--- src/rtl/mips_pkg.sv ---
// mips_pkg: shared decode types and constants for the MIPS R2000 decode stage.
package mips_pkg;

    typedef enum logic [5:0] {
        OP_RTYPE = 6'h00, OP_J    = 6'h02, OP_JAL  = 6'h03, OP_BEQ  = 6'h04,
        OP_BNE   = 6'h05, OP_ADDI = 6'h08, OP_ADDIU = 6'h09, OP_SLTI = 6'h0A,
        OP_ANDI  = 6'h0C, OP_ORI  = 6'h0D, OP_XORI = 6'h0E, OP_LUI  = 6'h0F,
        OP_LW    = 6'h23, OP_SW   = 6'h2B
    } opcode_t;

    typedef enum logic [5:0] {
        FN_SLL  = 6'h00, FN_SRL  = 6'h02, FN_SRA  = 6'h03, FN_SLLV = 6'h04,
        FN_SRLV = 6'h06, FN_SRAV = 6'h07, FN_JR   = 6'h08, FN_SYSCALL = 6'h0C,
        FN_ADD  = 6'h20, FN_ADDU = 6'h21, FN_SUB  = 6'h22, FN_SUBU = 6'h23,
        FN_AND  = 6'h24, FN_OR   = 6'h25, FN_XOR  = 6'h26, FN_NOR  = 6'h27,
        FN_SLT  = 6'h2A, FN_SLTU = 6'h2B
    } funct_t;

    typedef enum logic [3:0] {
        ALU_ADD, ALU_SUB, ALU_AND, ALU_OR, ALU_XOR, ALU_NOR, ALU_SLT, ALU_SLTU,
        ALU_SLL, ALU_SRL, ALU_SRA, ALU_SLLV, ALU_SRLV, ALU_SRAV, ALU_LUI
    } alu_op_t;

    typedef struct packed {
        logic reg_we;
        logic mem_read;
        logic mem_write;
        logic mem_to_reg;
        logic alu_src;
        logic link;
    } ctrl_t;

    localparam logic [31:0] EXC_VECTOR = 32'h8000_0180;
    localparam logic [4:0]  REG_RA     = 5'd31;
    localparam int          NREGS      = 32;

    function automatic logic [31:0] sext16(input logic [15:0] v);
        return {{16{v[15]}}, v};
    endfunction

    // Unlisted R-type functs fall back to ADD; they are still legal R-type words.
    function automatic alu_op_t funct_alu(input logic [5:0] fn);
        case (fn)
            FN_SLL:          return ALU_SLL;
            FN_SRL:          return ALU_SRL;
            FN_SRA:          return ALU_SRA;
            FN_SLLV:         return ALU_SLLV;
            FN_SRLV:         return ALU_SRLV;
            FN_SRAV:         return ALU_SRAV;
            FN_SUB, FN_SUBU: return ALU_SUB;
            FN_AND:          return ALU_AND;
            FN_OR:           return ALU_OR;
            FN_XOR:          return ALU_XOR;
            FN_NOR:          return ALU_NOR;
            FN_SLT:          return ALU_SLT;
            FN_SLTU:         return ALU_SLTU;
            default:         return ALU_ADD;
        endcase
    endfunction

endpackage

--- src/rtl/id_stage_if.sv ---
// id_stage_if: IF/ID inputs, EX/WB feedback, IF control returns and ID/EX register outputs.
interface id_stage_if;
    import mips_pkg::*;

    logic [31:0] pc_in;
    logic [31:0] inst_in;
    logic        flush;
    logic        ex_reg_we;
    logic        ex_mem_read;
    logic [4:0]  ex_dest;
    logic        wb_we;
    logic [4:0]  wb_addr;
    logic [31:0] wb_data;

    logic        hold_pc;
    logic        hold_if;
    logic        br;
    logic [31:0] pc_branch;
    logic        except;

    logic        id_valid;
    logic [31:0] id_pc;
    logic [31:0] id_rs_val;
    logic [31:0] id_rt_val;
    logic [31:0] id_imm;
    logic [4:0]  id_rs;
    logic [4:0]  id_rt;
    logic [4:0]  id_rd;
    alu_op_t     id_alu_op;
    ctrl_t       id_ctrl;

    modport master (
        output pc_in, inst_in, flush, ex_reg_we, ex_mem_read, ex_dest, wb_we, wb_addr, wb_data,
        input  hold_pc, hold_if, br, pc_branch, except,
        input  id_valid, id_pc, id_rs_val, id_rt_val, id_imm, id_rs, id_rt, id_rd, id_alu_op, id_ctrl
    );

    modport slave (
        input  pc_in, inst_in, flush, ex_reg_we, ex_mem_read, ex_dest, wb_we, wb_addr, wb_data,
        output hold_pc, hold_if, br, pc_branch, except,
        output id_valid, id_pc, id_rs_val, id_rt_val, id_imm, id_rs, id_rt, id_rd, id_alu_op, id_ctrl
    );
endinterface

--- src/rtl/id_regfile.sv ---
// id_regfile: 2-read/1-write register file, $0 hardwired to zero, synchronous clear.
// Build macro ID_RF_BYPASS_EN: a read of the register being written returns the write data.
module id_regfile
    import mips_pkg::*;
#(
    parameter int DEPTH = NREGS
) (
    input  logic        clk,
    input  logic        rst,
    input  logic [4:0]  rs_addr,
    input  logic [4:0]  rt_addr,
    output logic [31:0] rs_data,
    output logic [31:0] rt_data,
    input  logic        we,
    input  logic [4:0]  wr_addr,
    input  logic [31:0] wr_data
);
    logic [31:0] mem [DEPTH];

    // Storage: cleared on reset, writes to $0 are dropped
    always_ff @(posedge clk) begin
        if (rst) begin
            mem <= '{default: '0};
        end else if (we && wr_addr != 5'd0) begin
            mem[wr_addr] <= wr_data;
        end
    end

    // Combinational read ports, optionally forwarding the same-cycle write
    always_comb begin
        rs_data = (rs_addr == 5'd0) ? 32'd0 : mem[rs_addr];
        rt_data = (rt_addr == 5'd0) ? 32'd0 : mem[rt_addr];
`ifdef ID_RF_BYPASS_EN
        if (we && wr_addr != 5'd0 && wr_addr == rs_addr) rs_data = wr_data;
        if (we && wr_addr != 5'd0 && wr_addr == rt_addr) rt_data = wr_data;
`else
        // Without forwarding the old value is presented; the WB->ID RAW case is left to stalling upstream.
`endif
    end
endmodule

--- src/rtl/id_stage.sv ---
// id_stage: MIPS R2000 decode stage - decode, register read, hazard stalls,
// branch/jump resolution, illegal/SYSCALL detection and the ID/EX register.
// Build macro ID_RF_BYPASS_EN selects write-through register reads.
module id_stage
    import mips_pkg::*;
(
    input logic       clk,
    input logic       rst,
    id_stage_if.slave bus
);
    logic [5:0]  op, fn;
    logic [4:0]  rs, rt, rd;
    logic [31:0] rs_val, rt_val, sext_imm;

    assign op       = bus.inst_in[31:26];
    assign fn       = bus.inst_in[5:0];
    assign rs       = bus.inst_in[25:21];
    assign rt       = bus.inst_in[20:16];
    assign rd       = bus.inst_in[15:11];
    assign sext_imm = sext16(bus.inst_in[15:0]);

    id_regfile u_regfile (
        .clk     (clk),
        .rst     (rst),
        .rs_addr (rs),
        .rt_addr (rt),
        .rs_data (rs_val),
        .rt_data (rt_val),
        .we      (bus.wb_we),
        .wr_addr (bus.wb_addr),
        .wr_data (bus.wb_data)
    );

    logic        legal, is_syscall, is_jr, is_jump, is_cond, uses_rt;
    alu_op_t     alu_op;
    ctrl_t       ctrl;
    logic [4:0]  dest;
    logic [31:0] imm;

    // Field decode: control bundle, ALU op, destination register and immediate
    always_comb begin
        legal      = 1'b1;
        is_syscall = 1'b0;
        is_jr      = 1'b0;
        is_jump    = 1'b0;
        is_cond    = 1'b0;
        uses_rt    = 1'b0;
        alu_op     = ALU_ADD;
        ctrl       = '0;
        dest       = rt;
        imm        = sext_imm;
        case (op)
            OP_RTYPE: begin
                dest        = rd;
                uses_rt     = 1'b1;
                alu_op      = funct_alu(fn);
                is_jr       = (fn == FN_JR);
                is_syscall  = (fn == FN_SYSCALL);
                ctrl.reg_we = !(is_jr || is_syscall);
            end
            OP_ADDI, OP_ADDIU: begin ctrl.reg_we = 1'b1; ctrl.alu_src = 1'b1; end
            OP_SLTI: begin ctrl.reg_we = 1'b1; ctrl.alu_src = 1'b1; alu_op = ALU_SLT; end
            OP_ANDI: begin ctrl.reg_we = 1'b1; ctrl.alu_src = 1'b1; alu_op = ALU_AND; imm = {16'd0, bus.inst_in[15:0]}; end
            OP_ORI:  begin ctrl.reg_we = 1'b1; ctrl.alu_src = 1'b1; alu_op = ALU_OR;  imm = {16'd0, bus.inst_in[15:0]}; end
            OP_XORI: begin ctrl.reg_we = 1'b1; ctrl.alu_src = 1'b1; alu_op = ALU_XOR; imm = {16'd0, bus.inst_in[15:0]}; end
            OP_LUI:  begin ctrl.reg_we = 1'b1; ctrl.alu_src = 1'b1; alu_op = ALU_LUI; imm = {16'd0, bus.inst_in[15:0]}; end
            OP_LW: begin
                ctrl.reg_we     = 1'b1;
                ctrl.mem_read   = 1'b1;
                ctrl.mem_to_reg = 1'b1;
                ctrl.alu_src    = 1'b1;
            end
            OP_SW:  begin ctrl.mem_write = 1'b1; ctrl.alu_src = 1'b1; uses_rt = 1'b1; end
            OP_BEQ, OP_BNE: begin is_cond = 1'b1; uses_rt = 1'b1; alu_op = ALU_SUB; end
            OP_J:   is_jump = 1'b1;
            OP_JAL: begin
                is_jump     = 1'b1;
                ctrl.reg_we = 1'b1;
                ctrl.link   = 1'b1;
                dest        = REG_RA;
                imm         = bus.pc_in + 32'd8;
            end
            default: legal = 1'b0;
        endcase
        // Writes to $0 are architecturally void; this also makes the all-zero NOP write nothing.
        if (dest == 5'd0) ctrl.reg_we = 1'b0;
    end

    logic inst_valid, load_use, br_hazard, except_w, stall, taken, bubble;

    // Hazards, exception and branch resolution with flush > except > stall priority
    always_comb begin
        inst_valid = (bus.inst_in != 32'd0);
        load_use   = bus.ex_mem_read && bus.ex_dest != 5'd0 &&
                     (bus.ex_dest == rs || (uses_rt && bus.ex_dest == rt));
        br_hazard  = (is_cond || is_jr) && bus.ex_reg_we && bus.ex_dest != 5'd0 &&
                     (bus.ex_dest == rs || (is_cond && bus.ex_dest == rt));
        except_w   = inst_valid && !bus.flush && (!legal || is_syscall);
        stall      = inst_valid && !bus.flush && !except_w && (load_use || br_hazard);
        taken      = is_jump || is_jr ||
                     (op == OP_BEQ && rs_val == rt_val) || (op == OP_BNE && rs_val != rt_val);
        bubble     = bus.flush || except_w || stall || !inst_valid;

        bus.except  = except_w;
        bus.hold_pc = stall;
        bus.hold_if = stall;
        bus.br      = taken && !bubble;
        if (is_jump)    bus.pc_branch = {bus.pc_in[31:28], bus.inst_in[25:0], 2'b00};
        else if (is_jr) bus.pc_branch = rs_val;
        else            bus.pc_branch = bus.pc_in + 32'd4 + {sext_imm[29:0], 2'b00};
    end

    // ID/EX pipeline register; killed instructions leave an all-zero bubble
    always_ff @(posedge clk) begin
        if (rst || bubble) begin
            bus.id_valid  <= 1'b0;
            bus.id_pc     <= '0;
            bus.id_rs_val <= '0;
            bus.id_rt_val <= '0;
            bus.id_imm    <= '0;
            bus.id_rs     <= '0;
            bus.id_rt     <= '0;
            bus.id_rd     <= '0;
            bus.id_alu_op <= ALU_ADD;
            bus.id_ctrl   <= '0;
        end else begin
            bus.id_valid  <= 1'b1;
            bus.id_pc     <= bus.pc_in;
            bus.id_rs_val <= rs_val;
            bus.id_rt_val <= rt_val;
            bus.id_imm    <= imm;
            bus.id_rs     <= rs;
            bus.id_rt     <= rt;
            bus.id_rd     <= dest;
            bus.id_alu_op <= alu_op;
            bus.id_ctrl   <= ctrl;
        end
    end
endmodule

--- src/flat_wrapper.sv ---
// flat-port wrapper written by rule: the top's interface ports become plain ports
module id_stage_flat import mips_pkg::*;
  (clk, rst, bus_pc_in, bus_inst_in, bus_flush, bus_ex_reg_we, bus_ex_mem_read, bus_ex_dest, bus_wb_we, bus_wb_addr, bus_wb_data, bus_hold_pc, bus_hold_if, bus_br, bus_pc_branch, bus_except, bus_id_valid, bus_id_pc, bus_id_rs_val, bus_id_rt_val, bus_id_imm, bus_id_rs, bus_id_rt, bus_id_rd, bus_id_alu_op, bus_id_ctrl);
  id_stage_if bus_i ();
  input logic clk;
  input logic rst;
  input wire logic [$bits(bus_i.pc_in)-1:0] bus_pc_in;
  input wire logic [$bits(bus_i.inst_in)-1:0] bus_inst_in;
  input wire logic [$bits(bus_i.flush)-1:0] bus_flush;
  input wire logic [$bits(bus_i.ex_reg_we)-1:0] bus_ex_reg_we;
  input wire logic [$bits(bus_i.ex_mem_read)-1:0] bus_ex_mem_read;
  input wire logic [$bits(bus_i.ex_dest)-1:0] bus_ex_dest;
  input wire logic [$bits(bus_i.wb_we)-1:0] bus_wb_we;
  input wire logic [$bits(bus_i.wb_addr)-1:0] bus_wb_addr;
  input wire logic [$bits(bus_i.wb_data)-1:0] bus_wb_data;
  output wire logic [$bits(bus_i.hold_pc)-1:0] bus_hold_pc;
  output wire logic [$bits(bus_i.hold_if)-1:0] bus_hold_if;
  output wire logic [$bits(bus_i.br)-1:0] bus_br;
  output wire logic [$bits(bus_i.pc_branch)-1:0] bus_pc_branch;
  output wire logic [$bits(bus_i.except)-1:0] bus_except;
  output wire logic [$bits(bus_i.id_valid)-1:0] bus_id_valid;
  output wire logic [$bits(bus_i.id_pc)-1:0] bus_id_pc;
  output wire logic [$bits(bus_i.id_rs_val)-1:0] bus_id_rs_val;
  output wire logic [$bits(bus_i.id_rt_val)-1:0] bus_id_rt_val;
  output wire logic [$bits(bus_i.id_imm)-1:0] bus_id_imm;
  output wire logic [$bits(bus_i.id_rs)-1:0] bus_id_rs;
  output wire logic [$bits(bus_i.id_rt)-1:0] bus_id_rt;
  output wire logic [$bits(bus_i.id_rd)-1:0] bus_id_rd;
  output wire logic [$bits(bus_i.id_alu_op)-1:0] bus_id_alu_op;
  output wire logic [$bits(bus_i.id_ctrl)-1:0] bus_id_ctrl;
  assign bus_i.pc_in = bus_pc_in;
  assign bus_i.inst_in = bus_inst_in;
  assign bus_i.flush = bus_flush;
  assign bus_i.ex_reg_we = bus_ex_reg_we;
  assign bus_i.ex_mem_read = bus_ex_mem_read;
  assign bus_i.ex_dest = bus_ex_dest;
  assign bus_i.wb_we = bus_wb_we;
  assign bus_i.wb_addr = bus_wb_addr;
  assign bus_i.wb_data = bus_wb_data;
  assign bus_hold_pc = bus_i.hold_pc;
  assign bus_hold_if = bus_i.hold_if;
  assign bus_br = bus_i.br;
  assign bus_pc_branch = bus_i.pc_branch;
  assign bus_except = bus_i.except;
  assign bus_id_valid = bus_i.id_valid;
  assign bus_id_pc = bus_i.id_pc;
  assign bus_id_rs_val = bus_i.id_rs_val;
  assign bus_id_rt_val = bus_i.id_rt_val;
  assign bus_id_imm = bus_i.id_imm;
  assign bus_id_rs = bus_i.id_rs;
  assign bus_id_rt = bus_i.id_rt;
  assign bus_id_rd = bus_i.id_rd;
  assign bus_id_alu_op = bus_i.id_alu_op;
  assign bus_id_ctrl = bus_i.id_ctrl;
  id_stage u_core (.clk(clk), .rst(rst), .bus(bus_i));
endmodule
--- config.mk ---
export PLATFORM = sky130hd
export DESIGN_NAME = id_stage_flat
export DESIGN_NICKNAME = d
export VERILOG_FILES = /design/src/rtl/mips_pkg.sv /design/src/rtl/id_stage_if.sv /design/src/rtl/id_regfile.sv /design/src/rtl/id_stage.sv /design/src/flat_wrapper.sv
export SDC_FILE = /design/constraint.sdc
export NUM_CORES = 2
export LEC_CHECK = 0
export CORE_ASPECT_RATIO = 1.75
export CORE_UTILIZATION = 41
export CTS_CLUSTER_DIAMETER = 60
export DETAILED_ROUTE_END_ITERATION = 8
export PLACE_DENSITY_LB_ADDON = 0.25
export SLEW_MARGIN = 20
export SYNTH_ARGS = -nofsm -noshare
export SYNTH_HDL_FRONTEND = slang
export SYNTH_SLANG_ARGS = --single-unit
--- constraint.sdc ---
create_clock -name clk -period 5.75 [get_ports clk]
set_input_delay 1.15 -clock clk [delete_from_list [all_inputs] [get_ports clk]]
set_output_delay 1.15 -clock clk [all_outputs]
set_load 0.01 [all_outputs]
==> summary.md <==
| Metric | Value |
|---|---|
| Sw Share | 27.0% |
| Internal power | 13300 uW |
| Final worst slack | 0.0263 ns |
| Ports | 302 |
| Setup crit end kind | primary output |
| Area leader, netlist | dfxtp_1 |
| Number of global-route vias before repair | 55500 |
| P_leak | 0.0250 uW |
| DRC violations left | 0 |
| Final Max Slew Viols | 0 |
| Iter 0 DRT Violations | 6781 |
| Post-Syn Instances | 6716 |
| Slowest stage cell, crit path | mux4_2 |
| Sequential power share | 45.4% |
| Clk root buf | clkbuf_16 |
| Synth Register Bits | 1177 |
| Sequential cell area fraction in the yosys report | 39.6% |
| Combinational group share of total power | 13.4% |
| WL/cell | 29.3 um |
| GRT Util Overall | 35.4% |
| Cts hold-fix bufs | 0 |
| Total congestion overflow | 0 |
| Placed Instances | 8920 |
| Post-synth ARST share | 0% |
| Buf+Inv Stages, Crit Path | 5 |
| Yosys cell types | 81 |
| Crit-path max cell delay | 0.51 ns |
| Layout net count | 7353 |
| Final setup violation count | 0 |
| Largest net degree at the start of global routing | 220 |
| Hold Path Class | reg2reg |
| Routed WL | 267000 um |
| Clock Power Share | 41.2% |
| Synthesized cell area | 59600 um2 |
| 1st-pass router iterations | 7 |
| Peak supply drop | 0.000235 V |
| Top area cells in the synthesized netlist | dfxtp_1 40%, mux4_2 18%, nand2_1 13% |
| H-tree depth | 3 |
| Synth top area share | 39.6% |
| Area growth syn-to-layout | 21.4% |
| RSZ-0062 raised after global routing | true |
| Clk_lat worst skew | 0.75 ns |
| CP Cell Sequence | buf_8 -> buf_16 -> buf_12 -> mux4_2 -> o2111ai_1 -> nand3_2 -> xor2_4 -> nand3_1 -> nor4_2 -> buf_4 -> nand4_1 -> mux2i_1 -> o211ai_1 -> buf_2 |
| Fraction of layout cells with a size suffix above 1 | 21.2% |
| MaxCap Viol Count | 0 |
| Net switching power | 4910 uW |
| Final worst-path cycle share | 99.5% |
| Max clock buf depth | 3 |
| Commonest cells after routing, fill and taps aside | 2111 x nand2_1, 1177 x dfxtp_1, 1076 x a21oi_1, 605 x buf_4, 483 x mux4_2 |
| Die Span X | 290 um |
| Endpoints failing hold | 0 |
| RePlAce Congestion | 1.02 |
| Num CTS Buffers | 105 |
| Slew at the pin closest to its max-slew limit | 1.14 ns |
| FMAX | 0.175 GHz |
| Fin cells | 9127 |
| Synth Flop Type | dfxtp_1 |
| Total clock sinks | 1177 |
| PwrDens | 251 nW/um2 |
| Vias per cell | 6.26 |
| Core ar. | 144000 um2 |
| Minimum clock period | 5.72 ns |
| Starting density of the core | 41.4% |
| DIE HEIGHT | 506 um |
| Via count | 57100 |
| CP top delay family | buffers and inverters |
| Crit path DAT | 4.57 ns |
| Outcome | finished clean |
| Warnings, synthesis | 0 |
| FP Rows | 184 |
| Worst setup path class | in2out |
| CP required | 4.60 ns |
| Clk_skew | 0.0264 ns |
| Type of origin of the critical path | input pin |
| Post-synth EDFFs | 0 |
| CTS clk-pin slew, worst paths | 0.07 ns |
| Max FO, Critical Path | 18 |
| Most common cell after layout, fill and taps aside | nand2_1 |
| First-pass GRT wire length | 382000 um |
| Post-place setup slack | -0.775 ns |
| Syn avg cell area | 8.87 um2 |
| Antenna viol nets, final | 0 |
| Initial antenna violation count | 16 |
| TritonCTS clock tree | yes |
| Slew headroom | 23.7% |
| I/O Buffers | 301 |
| Syn Nets | 6891 |
| HPWL after detailed placement | 179000 um |
| Die area | 147000 um2 |
[cells in the mapped netlist (21+ instances only)]
master and instances:
nand2_1 2142, dfxtp_1 1177, a21oi_1 1082, clkbuf_1 483, mux4_2 483, nor2_1 185
mux2i_1 138, a22oi_1 124, buf_2 69, ha_1 62, and2_1 57, nand3_1 53
nor2b_1 52, xor2_1 45, xnor2_1 43, o21ai_0 41, a211oi_1 34, buf_6 33
buf_4 31, a22o_1 27, o21ai_1 25, a21o_1 21
[per-layer routing]
metal | up-vias | global-route usage (%) | part of all wire [%]
li1 | 24400 | - | -
met1 | 27700 | 38.1 | 33
met2 | 3706 | 57.3 | 46
met3 | 1318 | 7.76 | 10
met4 | 20 | 33.9 | 11
met5 | - | 0 | 0.050
[cell families after synthesis]
logic type / share of synthesized area (%)
AOI/OAI and AO/OA: 14.2
and+or+nand+nor: 17.7
muxes: 20.8
xor gates and xnor gates: 1.29
buffers and inverters: 5.08
adders and majority gates: 1.34
DFF: 39.6
[sequential cells by signal, indices dropped and copies added (netlist names)]
register and flops:
u_core.bus.id_rd 5, u_core.bus.id_rt_val 32, u_core.u_regfile.mem 1024, u_core.bus.id_alu_op 4, u_core.bus.id_imm 32, u_core.bus.id_rs_val 32
u_core.bus.id_pc 32, u_core.bus.id_rt 5, u_core.bus.id_rs 5, u_core.bus.id_valid 1, u_core.bus.id_ctrl 5
[worst register-to-register path, stage by stage (launching register included)]
cell and delay [ns]:
dfxtp_1 0.32, mux4_2 0.50, mux4_2 0.58, a21oi_1 0.39, buf_4 0.19, buf_4 0.12
nor2_1 0.05
[stage by stage]
stage	hold WS (ns)	power, uW	util, %	setup TNS (ns)	cell area [um2]
2_1_floorplan	0.433	9590	-	0	59600
3_3_place_gp	0.448	10800	47.5	-7.34	68300
3_5_place_dp	0.457	10800	47.5	-6.82	68300
4_1_cts	0.466	18100	50.1	0	72000
5_1_grt	0.484	18600	50.3	-0.0204	72300
6_report	0.466	18200	50.3	0	72300
[area by class of cell]
class | count | area [um2]
clock inverters | 46 | 478
clock buffers | 144 | 3050
repair buffers | 988 | 9160
flip-flops and latches | 1177 | 23600
well taps | 1860 | 2330
diodes | 6 | 15.0
multi-input cells | 4886 | 33700
inverters | 20 | 75.1
fillers | 13400 | 71600
[power by group through the flow]
stage / Combinational (uW) / Sequential, uW / Clock, uW
final: 2430 / 8250 / 7480
after detailed placement: 2330 / 8440 / 0
after global routing: 2500 / 8250 / 7810
after global placement: 2320 / 8430 / 0
after CTS: 2340 / 8250 / 7490
after floorplan: 1160 / 8430 / 0
[path summary, 6_finish.rpt]
path                        startpoint                        end  slack (ns)  cells past startpoint
min          u_core.u_regfile.mem[399]  u_core.u_regfile.mem[399]        0.47                      2
min reg2reg  u_core.u_regfile.mem[399]  u_core.u_regfile.mem[399]        0.47                      2
max                    bus_inst_in[23]                     bus_br        0.03                     14
max reg2reg    u_core.u_regfile.mem[9]    u_core.bus.id_rs_val[9]        3.49                      6
[what timing repair did]
action / in CTS / in global routing
setup buffers: 8 / 3
gates resized for setup: 65 / 59
gates cloned: 0 / 1
pin swaps: 16 / 21
endpoints found under the setup margin: 20 / 12
No activity file was read; power rests on OpenSTA's default activity.
